**src/rtl/monitor_sched_pkg.sv**
```systemverilog
// rtl/monitor_sched_pkg.sv - shared types and constants for the monitor evaluation scheduler
package monitor_sched_pkg;

    localparam int SCHED_TS_W       = 64;
    localparam int SCHED_NUM_INPUTS = 1;

    typedef enum logic {
        IDLE = 1'b0,
        EVAL = 1'b1
    } sched_state_t;

    // Event record in the default configuration; the top builds its own
    // record type when NUM_INPUTS / TS_W are overridden.
    typedef struct packed {
        logic [SCHED_NUM_INPUTS-1:0] mask;
        logic                        periodic;
        logic [SCHED_TS_W-1:0]       ts;
    } ev_rec_t;

    // Width of a layer index; never narrower than one bit.
    function automatic int layer_idx_w(input int n);
        return (n <= 2) ? 1 : $clog2(n);
    endfunction

    localparam int SCHED_LAYER_W = layer_idx_w(3);

endpackage

```
**src/rtl/sched_event_fifo.sv**
```systemverilog
// rtl/sched_event_fifo.sv - event record queue with simultaneous push and pop
// Ports:
//   clk, rst (async active-low), en (freezes all state when low)
//   push/wdata  - offer a record; accept reports whether it was stored
//   pop/rdata   - consume the head record (ignored when empty)
//   empty, full, count - occupancy
module sched_event_fifo
    import monitor_sched_pkg::*;
#(
    parameter int  DEPTH = 4,
    parameter type rec_t = ev_rec_t
) (
    input  logic                     clk,
    input  logic                     rst,
    input  logic                     en,
    input  logic                     push,
    input  rec_t                     wdata,
    output logic                     accept,
    input  logic                     pop,
    output rec_t                     rdata,
    output logic                     empty,
    output logic                     full,
    output logic [$clog2(DEPTH):0]   count
);

    localparam int             AW       = $clog2(DEPTH);
    localparam logic [AW:0]    FULL_CNT = DEPTH[AW:0];

    rec_t          r_mem [DEPTH];
    logic [AW-1:0] r_wr;
    logic [AW-1:0] r_rd;
    logic [AW:0]   r_cnt;
    logic          w_pop;
    logic          w_push;

    assign empty = (r_cnt == '0);
    assign full  = (r_cnt == FULL_CNT);
    assign count = r_cnt;
    assign rdata = r_mem[r_rd];

    // A full queue still takes a record when the head leaves in the same cycle.
    assign w_pop  = en & pop & ~empty;
    assign w_push = en & push & (~full | w_pop);
    assign accept = w_push;

    always_ff @(posedge clk or negedge rst) begin
        if (!rst) begin
            r_wr  <= '0;
            r_rd  <= '0;
            r_cnt <= '0;
        end else begin
            if (w_push) r_wr <= r_wr + 1'b1;
            if (w_pop)  r_rd <= r_rd + 1'b1;
            case ({w_push, w_pop})
                2'b10:   r_cnt <= r_cnt + 1'b1;
                2'b01:   r_cnt <= r_cnt - 1'b1;
                default: r_cnt <= r_cnt;
            endcase
        end
    end

    always_ff @(posedge clk) begin
        if (w_push) r_mem[r_wr] <= wdata;
    end

endmodule

```
**src/rtl/monitor_eval_scheduler.sv**
```systemverilog
// rtl/monitor_eval_scheduler.sv - sequences one RTLola monitor evaluation pipeline
// Optional feature macro: MONITOR_SCHED_DT_EN (ev_dt = distance to previous evaluated event).
// Ports:
//   clk, rst (async active-low), en (global enable, low freezes everything)
//   new_input                       - per-stream arrival strobes
//   q_push, q_push_valid            - event generated / accepted into the queue
//   q_pop, q_pop_valid              - scheduler request / head returned
//   ev_mask, ev_periodic, ev_ts     - event under evaluation
//   ev_dt                           - timestamp delta (zero unless feature enabled)
//   enable_in, layer_en, slide      - datapath strobes
//   busy, overflow                  - status
module monitor_eval_scheduler
    import monitor_sched_pkg::*;
#(
    parameter int NUM_INPUTS  = SCHED_NUM_INPUTS,
    parameter int NUM_LAYERS  = 3,
    parameter int PERIOD      = 1000,
    parameter int QUEUE_DEPTH = 4,
    parameter int TS_W        = SCHED_TS_W
) (
    input  logic                  clk,
    input  logic                  rst,
    input  logic                  en,
    input  logic [NUM_INPUTS-1:0] new_input,
    output logic                  q_push,
    output logic                  q_push_valid,
    output logic                  q_pop,
    output logic                  q_pop_valid,
    output logic [NUM_INPUTS-1:0] ev_mask,
    output logic                  ev_periodic,
    output logic [TS_W-1:0]       ev_ts,
    output logic [TS_W-1:0]       ev_dt,
    output logic                  enable_in,
    output logic [NUM_LAYERS-1:0] layer_en,
    output logic                  slide,
    output logic                  busy,
    output logic                  overflow
);

    localparam int              PC_W       = $clog2(PERIOD);
    localparam int              LW         = layer_idx_w(NUM_LAYERS);
    localparam logic [PC_W-1:0] PC_LAST    = PC_W'(PERIOD - 1);
    localparam logic [LW-1:0]   LAYER_LAST = LW'(NUM_LAYERS - 1);

    typedef struct packed {
        logic [NUM_INPUTS-1:0] mask;
        logic                  periodic;
        logic [TS_W-1:0]       ts;
    } rec_t;

    logic [TS_W-1:0]            r_ts;
    logic [PC_W-1:0]            r_pcnt;
    sched_state_t               r_state;
    logic [LW-1:0]              r_layer;
    rec_t                       r_ev;
    logic                       r_overflow;

    logic                       w_en;
    logic                       w_deadline;
    logic                       w_push;
    logic                       w_pop_req;
    logic                       w_pop_valid;
    logic                       w_accept;
    logic                       w_empty;
    logic                       w_full;
    logic [$clog2(QUEUE_DEPTH):0] w_count;
    rec_t                       w_rec;
    rec_t                       w_head;
    logic                       w_eval_act;
    logic                       w_layer0;

    // Reset is immediate, so strobes are masked by it as well as by en.
    assign w_en        = en & rst;
    assign w_deadline  = (r_pcnt == PC_LAST);
    assign w_push      = w_en & ((|new_input) | w_deadline);
    assign w_pop_req   = w_en & (r_state == IDLE);
    assign w_pop_valid = w_pop_req & ~w_empty;
    assign w_rec       = {new_input, w_deadline, r_ts};

    sched_event_fifo #(
        .DEPTH (QUEUE_DEPTH),
        .rec_t (rec_t)
    ) u_fifo (
        .clk    (clk),
        .rst    (rst),
        .en     (w_en),
        .push   (w_push),
        .wdata  (w_rec),
        .accept (w_accept),
        .pop    (w_pop_req),
        .rdata  (w_head),
        .empty  (w_empty),
        .full   (w_full),
        .count  (w_count)
    );

    always_ff @(posedge clk or negedge rst) begin
        if (!rst) begin
            r_ts       <= '0;
            r_pcnt     <= '0;
            r_state    <= IDLE;
            r_layer    <= '0;
            r_ev       <= '0;
            r_overflow <= 1'b0;
        end else if (en) begin
            r_ts   <= r_ts + 1'b1;
            r_pcnt <= w_deadline ? '0 : r_pcnt + 1'b1;
            if (w_push & w_full & ~w_pop_valid) r_overflow <= 1'b1;
            case (r_state)
                IDLE: begin
                    if (w_pop_valid) begin
                        r_ev    <= w_head;
                        r_layer <= '0;
                        r_state <= EVAL;
                    end
                end
                EVAL: begin
                    if (r_layer == LAYER_LAST) r_state <= IDLE;
                    else                       r_layer <= r_layer + 1'b1;
                end
                default: r_state <= IDLE;
            endcase
        end
    end

`ifdef MONITOR_SCHED_DT_EN
    logic [TS_W-1:0] r_prev_ts;
    logic [TS_W-1:0] r_ev_dt;

    // Previous timestamp starts at zero so the first event reports its own ts.
    always_ff @(posedge clk or negedge rst) begin
        if (!rst) begin
            r_prev_ts <= '0;
            r_ev_dt   <= '0;
        end else if (w_pop_valid) begin
            r_ev_dt   <= w_head.ts - r_prev_ts;
            r_prev_ts <= w_head.ts;
        end
    end

    assign ev_dt = r_ev_dt;
`else
    assign ev_dt = '0;
`endif

    assign w_eval_act = w_en & (r_state == EVAL);
    assign w_layer0   = w_eval_act & (r_layer == '0);

    assign q_push       = w_push;
    assign q_push_valid = w_accept;
    assign q_pop        = w_pop_req;
    assign q_pop_valid  = w_pop_valid;
    assign ev_mask      = r_ev.mask;
    assign ev_periodic  = r_ev.periodic;
    assign ev_ts        = r_ev.ts;
    assign layer_en     = w_eval_act ? (NUM_LAYERS'(1) << r_layer) : '0;
    assign enable_in    = w_layer0 & (|r_ev.mask);
    assign slide        = w_layer0 & r_ev.periodic;
    assign busy         = (r_state == EVAL) | (w_count != '0);
    assign overflow     = r_overflow;

endmodule
```
**config.mk**
```make
export PLATFORM = sky130hd
export DESIGN_NAME = monitor_eval_scheduler
export DESIGN_NICKNAME = d
export VERILOG_FILES = /design/src/rtl/monitor_sched_pkg.sv /design/src/rtl/sched_event_fifo.sv /design/src/rtl/monitor_eval_scheduler.sv
export SDC_FILE = /design/constraint.sdc
export NUM_CORES = 1
export LEC_CHECK = 0
export BUFFER_PORTS_ARGS = -buffer_cell sky130_fd_sc_hd__buf_2
export CAP_MARGIN = 0
export CORE_MARGIN = 10
export CORE_UTILIZATION = 30
export DETAILED_ROUTE_END_ITERATION = 10
export PLACE_DENSITY = 0.42
export SETUP_SLACK_MARGIN = 0.4
export SLEW_MARGIN = 20
export SYNTH_ARGS = -nofsm -noshare
export SYNTH_HDL_FRONTEND = slang
export SYNTH_SLANG_ARGS = --single-unit
```
**constraint.sdc**
```tcl
create_clock -name clk -period 4.4 [get_ports clk]
set_input_delay 0.88 -clock clk [delete_from_list [all_inputs] [get_ports clk]]
set_output_delay 0.88 -clock clk [all_outputs]
set_load 0.1 [all_outputs]
```
Word level (Yosys, flattened, before mapping)
Memories as Yosys holds them, arrays and structs flattened. A register that Yosys moved wholly into a read port is not among the register bits.
Index checks and enable logic that the tools add are counted.
Widths: inputs -> output; s select.
{"block": "totals", "regBits": 85, "latch_bits": 0, "ram_bits": 264, "romBits": 0, "inputBits": 4, "out_inout_bits": 141, "elab_cells": 64, "mem_count": 1}
{"memory": "u_fifo.r_mem", "depth": 4, "width": 66, "rd": 1, "rd_ports_with_merged_regs": 1, "write_ports": 1, "line": "sched_event_fifo.sv:29", "text": "rec_t r_mem [DEPTH];"}
{"block": "classes", "addsub": 7, "multipliers": 0, "n_div": 0, "order_cmp": 0, "eq_ne": 7, "shift": 1, "mux": 11, "bitwise": 21, "reduce_logical": 8}
{"cell": "$add 64x1->64 const B", "count": 1}
{"cell": "$and 1x1->1", "count": 14}
{"cell": "$add 10x1->10 const B", "count": 1}
{"cell": "$eq 10x10->1 const B", "count": 1}
{"cell": "$mux 10", "count": 1}
{"cell": "$add 2x1->2 const B", "count": 3}
{"cell": "$pmux 3 s2", "count": 1}
{"cell": "$reduce_and 3->1", "count": 2}
{"cell": "$eq 2x2->1 const B", "count": 2}
{"cell": "$mux 1", "count": 4}
{"cell": "$mux 2", "count": 2}
{"cell": "$ne 2x2->1 const B", "count": 2}
{"cell": "$not 1->1", "count": 4}
{"cell": "$pmux 2 s2", "count": 1}
{"cell": "$add 3x1->3 const B", "count": 1}
{"cell": "$eq 3x3->1 const B", "count": 1}
{"cell": "$logic_not 3->1", "count": 1}
{"cell": "$mux 3", "count": 1}
{"cell": "$or 1x1->1", "count": 3}
{"cell": "$reduce_bool 3->1", "count": 1}
{"cell": "$shl 1x2->3 const A", "count": 1}
{"cell": "$sub 3x1->3 const B", "count": 1}
{"cell": "$eq 2x1->1 const B", "count": 1}
{"cell": "$logic_not 2->1", "count": 1}
{"cell": "other kinds (4)", "count": 4}

Longest topological paths before layout
{"block": "logic_depth", "word_depth": 8, "ltp_mapped": 10, "depth_no_buf": 9}

Modules after synthesis
A second synthesis with hierarchy kept.
{"block": "hier_totals", "hier_cells": 958, "hier_area_um2": 16878.7}
{"module": "sched_event_fifo", "instances": 1, "cells_each": 395, "area_per_inst_um2": 10074.7, "seq_area_each_um2": 8102.8}
{"module": "monitor_eval_scheduler", "instances": 1, "cells_each": 563, "area_per_inst_um2": 6804.0, "seq_area_each_um2": 3603.5}

Worst setup path before layout
No wires, ideal clock.
{"block": "synth_path", "path_type": "input port to flip-flop", "start": "in en", "end": "mem u_fifo.r_mem[2][0] (netlist name), enable pin", "setup_time_ns": 0.431, "arrival_time_ns": 3.643, "t_required_ns": 3.969, "path_slack_ns": 0.326, "cell_stages": 6, "n_path_buf": 2, "path_cell_list": "buf_2 -> nand2_1 -> o211ai_1 -> nor2b_1 -> buf_2 -> and2_1"}
{"block": "synth_between", "elab_chain_len": 8, "word_cells_on_any_way": 10, "cone_classes": "mux (2); bitwise (8)"}
{"item": "start: declaration", "line": "monitor_eval_scheduler.sv:23", "text": "input logic en,"}
{"item": "$and 1x1->1 (*)", "line": "monitor_eval_scheduler.sv:73", "text": "assign w_en = en & rst;"}
{"item": "$and 1x1->1", "line": "monitor_eval_scheduler.sv:76", "text": "assign w_pop_req = w_en & (r_state == IDLE);"}
{"item": "$and 1x1->1 (2 in series)", "line": "sched_event_fifo.sv:42", "text": "assign w_pop = en & pop & ~empty;"}
{"item": "$or 1x1->1", "line": "sched_event_fifo.sv:43", "text": "assign w_push = en & push & (~full | w_pop);"}
{"item": "$and 1x1->1 (*)", "line": "sched_event_fifo.sv:43"}
{"item": "via q_push_valid", "line": "monitor_eval_scheduler.sv:26", "text": "output logic q_push_valid,"}
{"item": "$mux 1 (*)", "line": "sched_event_fifo.sv:63", "text": "if (w_push) r_mem[r_wr] <= wdata;"}
{"item": "$mux 1 (not written as such) (*)", "line": "sched_event_fifo.sv:63"}
{"item": "end: declaration", "line": "sched_event_fifo.sv:29"}
The timed path passes the listed nets; every way through them passes the cells marked *.

Final worst setup path
{"block": "layout_path", "start": "reg r_pcnt[5]", "end": "out q_push_valid"}
{"block": "layout_between", "elab_chain_len": 5}
{"item": "start: declaration", "line": "monitor_eval_scheduler.sv:52", "text": "logic [PC_W-1:0] r_pcnt;"}
{"item": "start signal: assignment", "line": "monitor_eval_scheduler.sv:107", "text": "r_pcnt <= w_deadline ? '0 : r_pcnt + 1'b1;"}
{"item": "$eq 10x10->1", "line": "monitor_eval_scheduler.sv:74", "text": "assign w_deadline = (r_pcnt == PC_LAST);"}
{"item": "$or 1x1->1", "line": "monitor_eval_scheduler.sv:75", "text": "assign w_push = w_en & ((|new_input) | w_deadline);"}
{"item": "$and 1x1->1", "line": "monitor_eval_scheduler.sv:75"}
{"item": "$and 1x1->1 (2 in series)", "line": "sched_event_fifo.sv:43"}
{"item": "end: declaration", "line": "monitor_eval_scheduler.sv:26"}
No other way between the ends.

==> impl_results.md <==
- Number of synthesized flops with an enable pin: 264
- Final setup fails: 0
- TritonCTS clock tree: done
- Max Fclk: 0.271 GHz
- Global Route met3 Usage: 2.82%
- Largest cells by area after synthesis: edfxtp_1, dfrtp_1, mux4_2
- Top-Level Pins: 145
- Buffers on Ports: 80
- Gate power share: 33.7%
- Max Slew Vio Count: 0
- Grt total ovfl: 0
- Via density: 4.45
- Max VDD drop: 0.423 mV
- Register area share after synthesis: 70.3%
- Synthesis warning total: 0
- CTS resizes: 0
- Clock Power Share: 28.4%
- Area leader, netlist: edfxtp_1
- Setup tns final: 0 ns
- Met1 global-route usage: 15.4%
- Max H-tree Level: 2
- Max cap viols: 0
- Met2 Usage GRT: 17.8%
- Initial antenna violation count: 0
- Post-route antenna net violation count: 0
- Post-Synth Adder-Cell Area: 0.797%
- CORE AREA: 55000 um2
- Final-report hold violation count: 0
- Sw Ratio: 41.0%
- 1st-pass router iterations: 5
- Cells after Synth: 1086
- Synth-to-layout area growth: 16.6%
- Status: complete, no violations
- Vias: 8821
- Routability congestion estimate: 0.702
- Hold_buf cts: 0
- Nets: 1210
- Largest family of logic cells by synthesized area: simple AND/OR/NAND/NOR gates
- Max-slew headroom: 35.8%
- Routed length per instance: 18.7 um
- Simple-gate portion of the synthesized area: 11.2%
- Die area: 65300 um2
- Drt drc: 0
- Clk slew on worst S/H paths: 0.06 ns
- Crit end category: primary output
- RSZ-0062 raised after global routing: no
- Top-area cell type share of the netlist area: 47.6%
- Register share of total power: 37.8%
- Max Fanout on Critical Path: 10
- Largest net degree at the start of global routing: 152
- Detailed placement HPWL: 22200 um
- CTS Buffer Depth: 3
- Mapped cell area: 16600 um2
- WS Path Type: reg -> out
- Post-Route Utilization: 35.3%
- Dominant synthesized flop cell: edfxtp_1
- Clk sinks: 415
- Worst Setup Start Kind: flip-flop
- Filler cells: 5306
- Mux cell area share after synthesis: 9.20%
- Wire length of the first global-routing pass: 58600 um
- Die Width: 256 um
- Die height: 256 um
- Post-synth ARST share: 36.4%
- DR iter-0 viols: 477
- Switching Power: 5.69 mW
- Worst-margin pin slew: 0.962 ns
- Final setup skew: 0.0128 ns
- Synthesized area per cell: 15.3 um2
- Pint: 8.17 mW
- Post-Synth XOR/XNOR Area: 3.95%
- Number of diodes: 0
- Final period util: 83.8%
- P_leak: 7.27 nW
- CP Data Required Time: 3.52 ns
- Num CTS Buffers: 47
- Row cnt: 86
- Pwr/cell area: 714 nW/um2
- Worst-Skew Late Latency: 0.56 ns
- Min cycle time layout: 3.69 ns
- Synth Register Bits: 415
- Detailed Route WL: 37100 um
- Clock root buffer: clkbuf_16
- Library cells used by synthesis: 44
- Hold Slack: 0.463 ns
- Gr usage total: 11.4%
- Post-CTS Setup Bufs: 0
- Compound-Gate Fraction of Synth Area: 0.556%
- Total power: 13.9 mW
- Critical Path AT: 2.81 ns
- Starting Density: 30.3%
- Fraction of layout cells with a size suffix above 1: 21.5%
- Hold Path Class: reg -> reg
- Busiest metal layer after global routing: met2
- Number of global-route vias before repair: 9414
==> flip-flops by register name, summed over array words and instances, names as in the netlist, 2 cells and up <==
| signal | cells |
|---|---|
| r_pcnt | 10 |
| r_layer | 2 |
| u_fifo.r_wr | 2 |
| u_fifo.r_rd | 2 |
| u_fifo.r_mem | 264 |
| r_ts | 64 |
| ev_ts | 64 |
| u_fifo.count | 3 |
==> placed cells by master (no fill, tap or decap), types with 3 or more instances in the layout <==
cell type / instances
and2_1: 6
buf_12: 7
mux4_2: 66
nor3_1: 11
xnor2_1: 44
mux2_2: 4
nor2_1: 23
nor4_4: 3
xor2_1: 31
nand4_1: 26
clkbuf_1: 10
clkbuf_8: 7
and3_1: 12
and2_2: 4
clkinv_2: 15
nor4_1: 6
a21oi_1: 5
nor4_2: 4
nand2b_1: 3
inv_1: 10
nand3_1: 29
and4_1: 10
dfrtp_1: 149
edfxtp_1: 264
nand2_1: 236
conb_1: 64
nor2b_1: 3
bufinv_16: 4
buf_4: 12
or3_1: 3
ha_1: 9
clkbuf_16: 49
buf_2: 78
==> cells by family after synthesis <==
group	Yosys count
adders and majority gates	10
muxes	70
other	1
AOI/OAI and AO/OA	15
xor gates and xnor gates	75
DFF	415
buffers and inverters	111
and+or+nand+nor	389
==> cell usage after synthesis, types with 4 or more instances <==
cell and count:
a21oi_1 5, and2_1 10, and3_1 12, and4_1 10, buf_2 6, buf_4 64
clkbuf_1 27, dfrtp_1 151, edfxtp_1 264, ha_1 9, inv_1 10, mux2_2 4
mux4_2 66, nand2_1 236, nand3_1 29, nand4_1 26, nor2_1 23, nor3_1 11
nor4_1 6, nor4_2 4, or3_1 4, xnor2_1 44, xor2_1 31
==> worst paths after layout <==
| path | from | to | slack (ns) | cells past startpoint |
|---|---|---|---|---|
| worst min-delay path | ev_ts[39] | ev_ts[39] | 0.46 | 2 |
| worst min register to register | ev_ts[39] | ev_ts[39] | 0.46 | 2 |
| max in group asynchronous | rst | u_fifo.r_rd[0] | 3.17 | 2 |
| worst max register to register | r_pcnt[5] | u_fifo.r_mem[3][37] | 1.44 | 7 |
| min in group asynchronous | rst | u_fifo.count[1] | 0.48 | 2 |
| worst max-delay path | r_pcnt[5] | q_push_valid | 0.71 | 6 |
==> final cells by class <==
class	count	area [um2]	area share, %
Timing Repair Buffer	98	632	3.26
Sequential cell	415	11700	60.3
Inverter	11	41.3	0.213
Clock buffer	66	1360	7.01
Multi-Input combinational cell	623	4520	23.3
Tap cell	748	936	4.82
Clock inverter	21	208	1.07
==> per-layer routing <==
| metal | wire length [um] | up-vias | share of wire, % |
|---|---|---|---|
| li1 | - | 4050 | - |
| met2 | 17300 | 179 | 47 |
| met1 | 17300 | 4540 | 47 |
| met3 | 1710 | 52 | 4.6 |
| met4 | 820 | 0 | 2.2 |
| met5 | 0 | - | 0 |
==> critical path, stage by stage, from the launching register on <==
cell and delay [ns]:
dfrtp_1 0.42, nand4_1 0.22, nor4_4 0.30, buf_4 0.21, o21bai_1 0.15, nor2b_1 0.42, buf_2 0.52
==> power by group through the flow <==
| stage | clock network [mW] | registers [mW] | logic, mW |
|---|---|---|---|
| after global placement | 0 | 5.32 | 4.77 |
| final | 3.94 | 5.24 | 4.68 |
| after CTS | 4.09 | 5.26 | 4.78 |
| after global routing | 4.24 | 5.33 | 4.97 |
| after floorplan | 0 | 7.36 | 1.76 |
| after detailed placement | 0 | 5.33 | 4.78 |
==> metrics by stage <==
step                area, um2  cells  setup slack, ns
floorplan               16900   1149            0.768
finish                  19400   1982            0.714
detailed placement      17800   1895            0.791
CTS                     19400   1982            0.617
global route            19400   1982            0.497
global placement        17800   1895            0.831
(Power assumes the default switching activity.)
